--- src/rtl/td_pkg.sv ---
// ---------------------------------------------------------------------------
// td_pkg
// Shared definitions for the tone detector.
//   td_dir_e   : direction codes, identical to the drive state machine's
//                junction codes (STRAIGHT/LEFT/RIGHT/BACK = 00/01/10/11).
//   td_state_e : encoding of the detector FSM (IDLE, ARMED, VALID, RELEASE).
//   cnt_width  : bits needed for a counter that runs 0..n-1 (minimum 1).
// ---------------------------------------------------------------------------
package td_pkg;

    typedef enum logic [1:0] {
        DIR_STRAIGHT = 2'b00,
        DIR_LEFT     = 2'b01,
        DIR_RIGHT    = 2'b10,
        DIR_BACK     = 2'b11
    } td_dir_e;

    typedef enum logic [1:0] {
        ST_IDLE    = 2'b00,
        ST_ARMED   = 2'b01,
        ST_VALID   = 2'b10,
        ST_RELEASE = 2'b11
    } td_state_e;

    // Width of a counter holding values 0..n-1; never narrower than 1 bit.
    function automatic int unsigned cnt_width(input int unsigned n);
        if (n <= 2) begin
            return 1;
        end
        return int'($clog2(n));
    endfunction

endpackage

--- src/rtl/tone_qualifier.sv ---
// ---------------------------------------------------------------------------
// tone_qualifier
// One band-pass comparator channel: 2-flop synchronizer, saturating
// run-length counter and registered qualification flag.
//   clk     : system clock, all logic on posedge
//   rst     : asynchronous active-high reset
//   tone_i  : raw asynchronous comparator output
//   qual_o  : high once the synchronized input has been high for
//             QUAL_CYCLES consecutive cycles; clears on the first low cycle
// Pin-high to qual-high latency is QUAL_CYCLES+2 cycles: two synchronizer
// stages, then QUAL_CYCLES counting cycles with the flag registered on the
// edge where the count reaches QUAL_CYCLES.
// ---------------------------------------------------------------------------
module tone_qualifier
    import td_pkg::*;
#(
    parameter int unsigned QUAL_CYCLES = 500_000
) (
    input  logic clk,
    input  logic rst,
    input  logic tone_i,
    output logic qual_o
);

    localparam int unsigned     CW      = cnt_width(QUAL_CYCLES + 1);
    localparam logic [CW-1:0]   CNT_MAX = CW'(QUAL_CYCLES);

    logic          sync1_q;
    logic          sync2_q;
    logic [CW-1:0] cnt_q;
    logic [CW-1:0] cnt_d;
    logic          qual_q;
    logic          qual_d;

    // Counter counts synchronized high cycles and parks at CNT_MAX, so a
    // tone held for any length never wraps back below the threshold.
    always_comb begin
        cnt_d = cnt_q;
        if (!sync2_q) begin
            cnt_d = '0;
        end else if (cnt_q != CNT_MAX) begin
            cnt_d = cnt_q + CW'(1);
        end
        qual_d = sync2_q && (cnt_d == CNT_MAX);
    end

    always_ff @(posedge clk or posedge rst) begin
        if (rst) begin
            sync1_q <= 1'b0;
            sync2_q <= 1'b0;
            cnt_q   <= '0;
            qual_q  <= 1'b0;
        end else begin
            sync1_q <= tone_i;
            sync2_q <= sync1_q;
            cnt_q   <= cnt_d;
            qual_q  <= qual_d;
        end
    end

    assign qual_o = qual_q;

endmodule

--- src/rtl/tone_detect.sv ---
// ---------------------------------------------------------------------------
// tone_detect
// Decodes an arm tone (bp5) followed by one direction tone (bp1..bp4) into a
// direction command for the drive state machine.
//   clk          : 50 MHz system clock
//   rst          : asynchronous active-high reset
//   bp1..bp5     : asynchronous comparator outputs
//                  (STRAIGHT, LEFT, RIGHT, BACK, arm)
//   tdAck        : command consumed; only looked at in VALID
//   tdEn         : command valid (registered, high exactly while in VALID)
//   tdDir        : latched direction code, held between commands
//   tdErr        : one-cycle pulse when two or more direction tones qualify
//                  together while armed
//   dbg_state_o  : current FSM state
// Handshake: tdEn/tdDir form a valid/ack pair. Once tdEn rises, tdDir is
// frozen until the command leaves VALID; a cycle with tdEn=1 and tdAck=1
// completes the transfer and tdEn drops on the next edge.
// Configuration macro TD_HOLD_TIMEOUT_EN: when defined, a command that is
// not acknowledged within HOLD_CYCLES cycles is withdrawn (VALID -> RELEASE).
// When undefined, VALID is left only by tdAck or reset and no hold counter
// exists.
// ---------------------------------------------------------------------------
module tone_detect
    import td_pkg::*;
#(
    parameter int unsigned QUAL_CYCLES       = 500_000,
    parameter int unsigned ARM_WINDOW_CYCLES = 50_000_000,
    parameter int unsigned HOLD_CYCLES       = 100_000_000
) (
    input  logic       clk,
    input  logic       rst,
    input  logic       bp1,
    input  logic       bp2,
    input  logic       bp3,
    input  logic       bp4,
    input  logic       bp5,
    input  logic       tdAck,
    output logic       tdEn,
    output logic [1:0] tdDir,
    output logic       tdErr,
    output td_state_e  dbg_state_o
);

    if (QUAL_CYCLES < 1 || ARM_WINDOW_CYCLES < 1 || HOLD_CYCLES < 1) begin : g_param_check
        $error("tone_detect: cycle-count parameters must be at least 1");
    end

    localparam int unsigned   WW       = cnt_width(ARM_WINDOW_CYCLES);
    localparam logic [WW-1:0] WIN_LAST = WW'(ARM_WINDOW_CYCLES - 1);

    logic [4:0] bp_vec;
    logic [4:0] qual;

    assign bp_vec = {bp5, bp4, bp3, bp2, bp1};

    for (genvar g = 0; g < 5; g++) begin : g_qual
        tone_qualifier #(
            .QUAL_CYCLES (QUAL_CYCLES)
        ) u_qual (
            .clk    (clk),
            .rst    (rst),
            .tone_i (bp_vec[g]),
            .qual_o (qual[g])
        );
    end

    // Direction decode of qual[3:0]: classify as none / exactly one / several.
    logic    one_dir;
    logic    multi_dir;
    td_dir_e dir_hit;

    always_comb begin
        one_dir   = 1'b0;
        multi_dir = 1'b0;
        dir_hit   = DIR_STRAIGHT;
        case (qual[3:0])
            4'b0000: ;
            4'b0001: begin one_dir = 1'b1; dir_hit = DIR_STRAIGHT; end
            4'b0010: begin one_dir = 1'b1; dir_hit = DIR_LEFT;     end
            4'b0100: begin one_dir = 1'b1; dir_hit = DIR_RIGHT;    end
            4'b1000: begin one_dir = 1'b1; dir_hit = DIR_BACK;     end
            default: multi_dir = 1'b1;
        endcase
    end

    td_state_e     state_q;
    logic          en_q;
    td_dir_e       dir_q;
    logic          err_q;
    logic [WW-1:0] win_q;
    logic          release_req;

`ifdef TD_HOLD_TIMEOUT_EN
    localparam int unsigned   HW        = cnt_width(HOLD_CYCLES);
    localparam logic [HW-1:0] HOLD_LAST = HW'(HOLD_CYCLES - 1);

    logic [HW-1:0] hold_q;

    // An ack and a timeout landing together still produce a single release.
    assign release_req = tdAck || (hold_q == HOLD_LAST);
`else
    assign release_req = tdAck;
`endif

    always_ff @(posedge clk or posedge rst) begin
        if (rst) begin
            state_q <= ST_IDLE;
            en_q    <= 1'b0;
            dir_q   <= DIR_STRAIGHT;
            err_q   <= 1'b0;
            win_q   <= '0;
`ifdef TD_HOLD_TIMEOUT_EN
            hold_q  <= '0;
`endif
        end else begin
            err_q <= 1'b0;
            case (state_q)
                ST_IDLE: begin
                    if (qual[4]) begin
                        state_q <= ST_ARMED;
                        win_q   <= '0;
                    end
                end
                ST_ARMED: begin
                    // Ambiguity is checked before the window so a collision
                    // on the last window cycle still reports an error.
                    if (multi_dir) begin
                        state_q <= ST_IDLE;
                        err_q   <= 1'b1;
                    end else if (one_dir) begin
                        state_q <= ST_VALID;
                        en_q    <= 1'b1;
                        dir_q   <= dir_hit;
`ifdef TD_HOLD_TIMEOUT_EN
                        hold_q  <= '0;
`endif
                    end else if (win_q == WIN_LAST) begin
                        state_q <= ST_IDLE;
                    end else begin
                        win_q <= win_q + WW'(1);
                    end
                end
                ST_VALID: begin
                    if (release_req) begin
                        state_q <= ST_RELEASE;
                        en_q    <= 1'b0;
                    end
`ifdef TD_HOLD_TIMEOUT_EN
                    else begin
                        hold_q <= hold_q + HW'(1);
                    end
`endif
                end
                ST_RELEASE: begin
                    // Wait for every tone to drop so a held tone cannot
                    // immediately re-arm or re-qualify.
                    if (qual == 5'b00000) begin
                        state_q <= ST_IDLE;
                    end
                end
                default: state_q <= ST_IDLE;
            endcase
        end
    end

    assign tdEn        = en_q;
    assign tdDir       = dir_q;
    assign tdErr       = err_q;
    assign dbg_state_o = state_q;

endmodule

--- config.mk ---
export PLATFORM = sky130hd
export DESIGN_NAME = tone_detect
export DESIGN_NICKNAME = d
export VERILOG_FILES = /design/src/rtl/td_pkg.sv /design/src/rtl/tone_qualifier.sv /design/src/rtl/tone_detect.sv
export SDC_FILE = /design/constraint.sdc
export NUM_CORES = 1
export LEC_CHECK = 0
export CELL_PAD_IN_SITES_DETAIL_PLACEMENT = 1
export CELL_PAD_IN_SITES_GLOBAL_PLACEMENT = 1
export CORE_ASPECT_RATIO = 1.2
export CORE_UTILIZATION = 35
export DETAILED_ROUTE_END_ITERATION = 8
export PLACE_DENSITY = 0.65
export SLEW_MARGIN = 10
export SYNTH_ARGS = -nofsm -noshare
export SYNTH_HDL_FRONTEND = slang
export SYNTH_SLANG_ARGS = --single-unit
--- constraint.sdc ---
create_clock -name clk -period 10.37 [get_ports clk]
set_input_delay 2.5925 -clock clk [delete_from_list [all_inputs] [get_ports clk]]
set_output_delay 2.5925 -clock clk [all_outputs]
set_load 0.05 [all_outputs]
==> results of run 1 <==
-- layout by cell type (no fill, tap or decap), types with 3 or more instances in the layout --
cell / instances
nor3_1: 27
or3_1: 17
o21ai_1: 3
clkbuf_16: 17
and3_1: 13
a31o_2: 3
a211oi_1: 4
clkinv_2: 3
xor2_1: 43
a21oi_1: 26
and4_1: 12
and4b_1: 3
nand4_1: 38
or2_2: 4
or4_1: 8
xnor2_1: 47
mux2i_1: 12
clkinv_1: 4
clkdlybuf4s50_1: 13
nand2_1: 50
clkinvlp_4: 3
nor4bb_1: 4
nand2b_1: 9
nor4_1: 9
dfrtp_1: 142
ha_1: 11
nor4b_1: 7
nor2_1: 119
nand4b_1: 7
o21ai_0: 36
o31ai_1: 7
inv_1: 28
nand3_1: 49
nor3b_1: 3
bufinv_16: 4
and2_1: 22
-- Yosys cell counts, types with 3 or more instances --
master	number	area [um^2]
nand3_1	49	245
xnor2_1	47	412
a21oi_1	26	130
nor4b_1	7	61.3
nor4_1	9	56.3
clkinv_1	4	15.0
or3_1	17	106
and4b_1	3	30.0
xor2_1	43	377
inv_1	29	109
mux2i_1	12	120
and3_1	13	81.3
and4_1	12	105
clkbuf_1	21	78.8
nor2_1	119	447
nand4_1	38	238
nor3_1	27	135
buf_2	3	15.0
or2_2	4	25.0
ha_1	11	138
o21ai_0	36	180
nor3b_1	3	22.5
nor4bb_1	4	40.0
nand4b_1	7	61.3
nand2b_1	9	56.3
or4_1	8	60.1
a31o_2	3	26.3
o31ai_1	7	52.6
a211oi_1	4	30.0
nand2_1	50	188
o21ai_1	3	15.0
dfrtp_1	142	3550
and2_1	22	138
-- stage by stage --
step	instances	power, mW	hold WS (ns)	setup slack, ns
2_1_floorplan	843	0.611	0.331	3.97
3_3_place_gp	1106	0.627	0.332	5.85
3_5_place_dp	1106	0.628	0.336	5.86
4_1_cts	1136	1.29	0.350	5.83
5_1_grt	1136	1.32	0.357	5.79
6_report	1136	1.27	0.348	5.85
-- state kept, by name (all words and copies together), names as in the netlist, named ones only --
name	count
dbg_state_o	1
tdDir	2
g_qual.u_qual.qual_o	5
g_qual.u_qual.cnt_q	95
win_q	26
g_qual.u_qual.sync1_q	5
tdEn	1
tdErr	1
g_qual.u_qual.sync2_q	5
-- area by class of cell --
cell class                 instances  share of cell area
clock buffer                      19              0.0512
clock inverter                    11              0.0188
inverter                          33              0.0146
multi-input combinational        642               0.459
sequential                       142               0.401
tap                              274              0.0387
timing repair buffer              15              0.0164
-- cell families (layout without fill, tap and decap cells) --
group / count (synthesis) / in the layout / share of synthesized area
muxes: 14 / 14 / 0.0182
buffers and inverters: 59 / 78 / 0.0296
xor gates and xnor gates: 90 / 90 / 0.100
AOI/OAI and AO/OA: 105 / 105 / 0.0861
and+or+nand+nor: 422 / 422 / 0.295
adders and majority gates: 11 / 11 / 0.0175
DFF: 142 / 142 / 0.453
-- where the power goes --
part / leakage (nW) / internal [mW] / switching [mW]
clock: 0.297 / 0.411 / 0.239
sequential: 1.92 / 0.561 / 0.0102
combinational: 1.30 / 0.0149 / 0.0298
-- path summary, 6_finish.rpt --
kind	startpoint	end	slack (ns)	cells after the start
max in group asynchronous	rst	g_qual[4].u_qual.cnt_q[3]	6.42	3
hold reg to reg	g_qual[0].u_qual.sync1_q	g_qual[0].u_qual.sync2_q	0.35	0
min in group asynchronous	rst	g_qual[0].u_qual.cnt_q[5]	2.67	2
hold / removal	g_qual[0].u_qual.sync1_q	g_qual[0].u_qual.sync2_q	0.35	0
setup reg to reg	g_qual[0].u_qual.cnt_q[0]	g_qual[0].u_qual.qual_o	7.82	7
setup / recovery	flip-flop	dbg_state_o[1]	5.85	1
-- layer usage --
layer | vias to the layer above | share of wire
met1 | 3086 | 0.48
met4 | 0 | 0.014
li1 | 3006 | -
met3 | 19 | 0.017
met2 | 44 | 0.49
met5 | - | 0
==> key figures, run 1 <==
Finish
  • Post-route cell area: about 0.0089 mm^2
  • Seq. cell area: around 0.0036 mm^2
  • Inserted Diodes: 0
  • Area of the multi-input gates: 0.00406 mm^2
  • Nets: 870
  • Layout area overhead: 12.8%
  • Final Util: 0.405
  • Fillers: 2529
  • Share of layout cells above drive strength 1: 0.0684

Routing
  • Vias/cell: around 5.4
  • Remaining DRCs: 2
  • WL final: 18.5 mm
  • DRT iter0 DRCs: 236
  • Remaining antenna violation count: 0
  • Via Count: 6155
  • Pre-Repair DR Iteration Count: 6
  • Wire per inst: approximately 16 um

CTS
  • H-tree levels: 4
  • Post-cts repair resize count: 0
  • Deepest clock path buffer count: 2
  • Clock root buffer: clkbuf_16
  • Worst-Skew Late Latency: 0.43 ns
  • CTS buffer count: 17
  • CTS sink count: approximately 140
  • # hold bufs at CTS: 0
  • CTS tree: built
  • Post-CTS Setup Bufs: 0
  • Clk pin slew, worst setup/hold paths: roughly 0.060 ns

Floorplanning
  • Horiz. Die Dim: 139 um
  • Initial core utilization: 0.359
  • IO Pins: 14
  • Die Span Y: 166 um
  • Die ar.: 0.0230 mm^2
  • Placement row count: just under 60
  • Core area: 0.0219 mm^2

Placed design
  • Port Buffer Count: 13
  • DP HPWL: 13.0 mm
  • Placed inst area: 0.00823 mm^2
  • RePlAce Congestion: 0.784

Yosys
  • Seq/Total Area, Yosys: 0.453
  • Netlist cell types: between 60 and 70
  • Post-Syn Instances: 843
  • Synth Register Bits: 142
  • Net Count, Synth: 862
  • Synth Cell Area: slightly below 0.008 mm^2
  • Asr flop ratio synth: 1.00
  • Post-synth EDFFs: 0
  • Main flop type after synthesis: dfrtp_1
  • Synth warn: 0
  • Mean post-synth cell area: 9.31 um^2

STA
  • RSZ-0062 raised after global routing: no
  • Fin. Hold Viols: 0
  • Max frequency: 0.221 GHz
  • Final period util: 0.436
  • Final Slew Violations: 0
  • Fin crit period: 4.52 ns
  • Setup TNS: 0 ns
  • Clock skew: approximately 0.0095 ns
  • Transition time of the tightest slew-check pin: ~0.84 ns
  • Max-slew headroom: 0.442
  • Final setup viols: 0

Critical path
  • CP delay by family, top: buffers and inverters
  • Crit path launch type: flip-flop
  • Required @ worst endpoint: 7.78 ns
  • Critical Path AT: 1.92 ns
  • Crit-path max FO: 12
  • CP max stage cell: clkdlybuf4s50_1
  • Worst Path Buf+Inv: 1
  • Worst-path cell chain: clkdlybuf4s50_1
  • Worst setup EP type: primary output
  • Crit Path Category: reg2out
  • Largest stage delay on the critical path: 0.89 ns

Run status
  • Failing checks: design-rule violations
  • Status: finished with violations

Global routing
  • Grt peak-use layer: met2
  • First-pass GRT wire length: 32.5 mm
  • Initial antenna violation count: 0
  • Pin count of the biggest net entering global routing: around 90
  • Met3 Usage GRT: 0.0311
  • GRT overflow: 0
  • Met2 Use GR: 0.292
  • Global Route met1 Usage: 0.227
  • GRT Util Overall: 0.174
  • Vias in the first global route: 6496

Pwr
  • Lkg Pwr: roughly 3.5 nW
  • Worst vdd rail ir drop: 0.108 mV
  • Power Density: 143 mW/mm^2

Flow run
  • Max Cap Viol: 0

Hold path
  • Worst hold path type: reg2reg
Power figures use the tool's default switching activity.
==> run 2, diff against run 1 <==
--- a/config.mk
+++ b/config.mk
@@ -10,7 +10,7 @@
 export CORE_ASPECT_RATIO = 1.2
 export CORE_UTILIZATION = 35
 export DETAILED_ROUTE_END_ITERATION = 8
-export PLACE_DENSITY = 0.65
+export PLACE_DENSITY = 0.67
 export SLEW_MARGIN = 10
 export SYNTH_ARGS = -nofsm -noshare
 export SYNTH_HDL_FRONTEND = slang
==> constraint.sdc (replaced) <==
create_clock -name clk -period 3.76 [get_ports clk]
set_input_delay 0.94 -clock clk [delete_from_list [all_inputs] [get_ports clk]]
set_output_delay 0.94 -clock clk [all_outputs]
set_load 0.05 [all_outputs]
==> key figures, run 2 (synthesis gave the netlist of run 1 again) <==
CTS
  • Clk pin slew, worst setup/hold paths: 0.06 ns (about the same)
  • Post-CTS Setup Bufs: 0 (unchanged)
  • Post-cts repair resize count: 0 (unchanged)
  • Deepest clock path buffer count: 2 (unchanged)
  • Worst-Skew Late Latency: 0.42 ns (about the same)
  • CTS sink count: 142 (unchanged)
  • CTS tree: built
  • Clock root buffer: clkbuf_16
  • CTS buffer count: 17 (unchanged)
  • H-tree levels: 4 (unchanged)
  • # hold bufs at CTS: 0 (unchanged)

Pwr
  • Sw Share: 0.232 (+0.0121)
  • Lkg Pwr: 3.52 nW (about the same)
  • Switching power: 0.802 mW (+190%)
  • Seq pwr share: 0.456 (+0.005)
  • Clock power share: 0.507 (-0.006)
  • Internal: 2.65 mW (+170%)
  • Worst vdd rail ir drop: 0.284 mV (+160%)
  • Power Density: 389 mW/mm^2 (+170%)
  • Comb pwr share: 0.037 (+0.002)

Critical path
  • Worst Path Buf+Inv: 1 (unchanged)
  • Crit Path Category: reg2out
  • Largest stage delay on the critical path: 0.89 ns (about the same)
  • Worst setup EP type: primary output
  • Critical Path AT: 1.93 ns (about the same)
  • Crit path launch type: flip-flop
  • CP max stage cell: clkdlybuf4s50_1
  • Cells on worst reg2reg path: 6 (-1)
  • Reg-to-reg endpoint: win_q[7]
  • FF-to-FF setup slack: 1.22 ns (-6.60 ns)
  • Worst-path cell chain: clkdlybuf4s50_1
  • FF-to-FF Start: win_q[7]
  • Required @ worst endpoint: 2.82 ns (-4.96 ns)
  • Crit-path max FO: 12 (unchanged)
  • CP delay by family, top: buffers and inverters

Placed design
  • DP HPWL: 13.3 mm (+2.4%)
  • RePlAce Congestion: 0.833 (+6.3%)
  • Placed inst area: 0.00827 mm^2 (+0.41%)
  • Port Buffer Count: 13 (unchanged)

Routing
  • Vias/cell: 5.43 (+0.26%)
  • Remaining antenna violation count: 0 (unchanged)
  • Wire per inst: 16.5 um (+1.6%)
  • WL final: 18.8 mm (+2.0%)
  • Via Count: 6198 (+0.70%)
  • DRT iter0 DRCs: 302 (+28%)
  • Remaining DRCs: 2 (unchanged)
  • Pre-Repair DR Iteration Count: 8 (+2)

Flow run
  • Max Cap Viol: 0 (unchanged)

Finish
  • Inserted Diodes: 0 (unchanged)
  • Final Util: 0.406 (+0.000974)
  • Fillers: 2528 (-0.040%)
  • Nets: 873 (+0.34%)
  • Top Registers: g_qual.u_qual.cnt_q (95), win_q (26)
  • Max FFs per register: 95 (unchanged)
  • Commonest non-fill, non-tap cell in the layout: dfrtp_1
  • Commonest non-fill, non-tap cells in the layout: dfrtp_1 (142), nor2_1 (119), nand2_1 (50), nand3_1 (49), xnor2_1 (47)
  • Layout area overhead: 13.1%
  • Share of layout cells above drive strength 1: 0.0738 (+0.00537)
  • Largest Register: g_qual.u_qual.cnt_q
  • Post-route cell area: 0.00887 mm^2 (+0.24%)

Global routing
  • Pin count of the biggest net entering global routing: 61 (-31%)
  • Vias in the first global route: 6500 (+0.062%)
  • First-pass GRT wire length: 32.7 mm (+0.87%)
  • GRT overflow: 0 (unchanged)
  • Initial antenna violation count: 0 (unchanged)
  • GRT Util Overall: 0.175 (+0.000354)

Hold path
  • Min-delay src: g_qual[3].u_qual.sync1_q
  • Worst hold path type: reg2reg
  • Worst Hold Path EP: g_qual[3].u_qual.sync2_q
  • Hold Crit Depth: 0 (unchanged)

Floorplanning
  • Die Span Y: 166 um (unchanged)
  • Core area: 0.0219 mm^2 (unchanged)
  • Horiz. Die Dim: 139 um (unchanged)
  • IO Pins: 14 (unchanged)
  • Placement row count: 59 (unchanged)
  • Die ar.: 0.0230 mm^2 (unchanged)
  • Initial core utilization: 0.359 (unchanged)

STA
  • Final Slew Violations: 0 (unchanged)
  • Transition time of the tightest slew-check pin: 0.631 ns (-0.206 ns)
  • Setup TNS: 0 ns (unchanged)
  • Fin crit period: 2.87 ns
  • RSZ-0062 raised after global routing: no
  • Final setup viols: 0 (unchanged)
  • Min Hold Slack: 0.350 ns (+0.00176 ns)
  • Max-slew headroom: 0.576 (+0.133)
  • Final period util: 0.763
  • Max frequency: roughly 0.35 GHz
  • Clock skew: 0.00933 ns (-0.000124 ns)
  • Fin. Hold Viols: 0 (unchanged)

Run status
  • Failing checks: design-rule violations
  • Status: finished with violations
==> run 2: changes by cell type in the layout (fill, tap and decap cells not counted), sizes merged <==
cell | before | now
clkbuf | 19 | 18
bufinv | 4 | 3
clkinvlp | 3 | 7
buf | 2 | 5
==> run 2: cell type report <==
cell class	instances	area, um^2	share of cell area
Sequential cell	142	3550	0.400
Timing Repair Buffer	18	180	0.0203
Multi-Input combinational cell	642	4060	0.458
Tap cell	274	343	0.0386
Clock inverter	14	168	0.0189
Inverter	33	128	0.0144
Clock buffer	18	439	0.0495
==> run 2: power by group through the flow <==
stage	combinational (mW)	sequential, mW	clock, mW
after CTS	0.135	1.57	1.81
after floorplan	0.0941	1.59	0
after global routing	0.151	1.58	1.87
after detailed placement	0.134	1.60	0
final	0.129	1.57	1.75
after global placement	0.131	1.60	0
==> run 2: metal layers <==
metal / global-route usage / wire [um] / up-vias
li1: - / - / 3012
met1: 0.224 / 8890 / 3116
met2: 0.294 / 9270 / 56
met3: 0.0384 / 457 / 14
met4: 0.0536 / 218 / 0
met5: 0 / 0 / -
==> run 2: per-stage QoR <==
stage,setup WS (ns),std cells,total power [mW]
6_report,0.891,1141,3.45
5_1_grt,0.781,1141,3.59
4_1_cts,0.870,1141,3.51
3_5_place_dp,1.27,1109,1.73
3_3_place_gp,1.30,1109,1.73
2_1_floorplan,1.04,843,1.68
==> run 2: how the worst max path moves through the flow <==
stage | startpoint | slack (ns) | end | cells past startpoint
finish | flip-flop | 0.89 | dbg_state_o[1] | 1
global route | flip-flop | 0.78 | dbg_state_o[1] | 1
CTS | flip-flop | 0.87 | dbg_state_o[1] | 1
detailed placement | win_q[7] | 1.27 | win_q[2] | 6
global placement | win_q[7] | 1.30 | win_q[6] | 6
floorplan | rst | 1.04 | async pin | 1
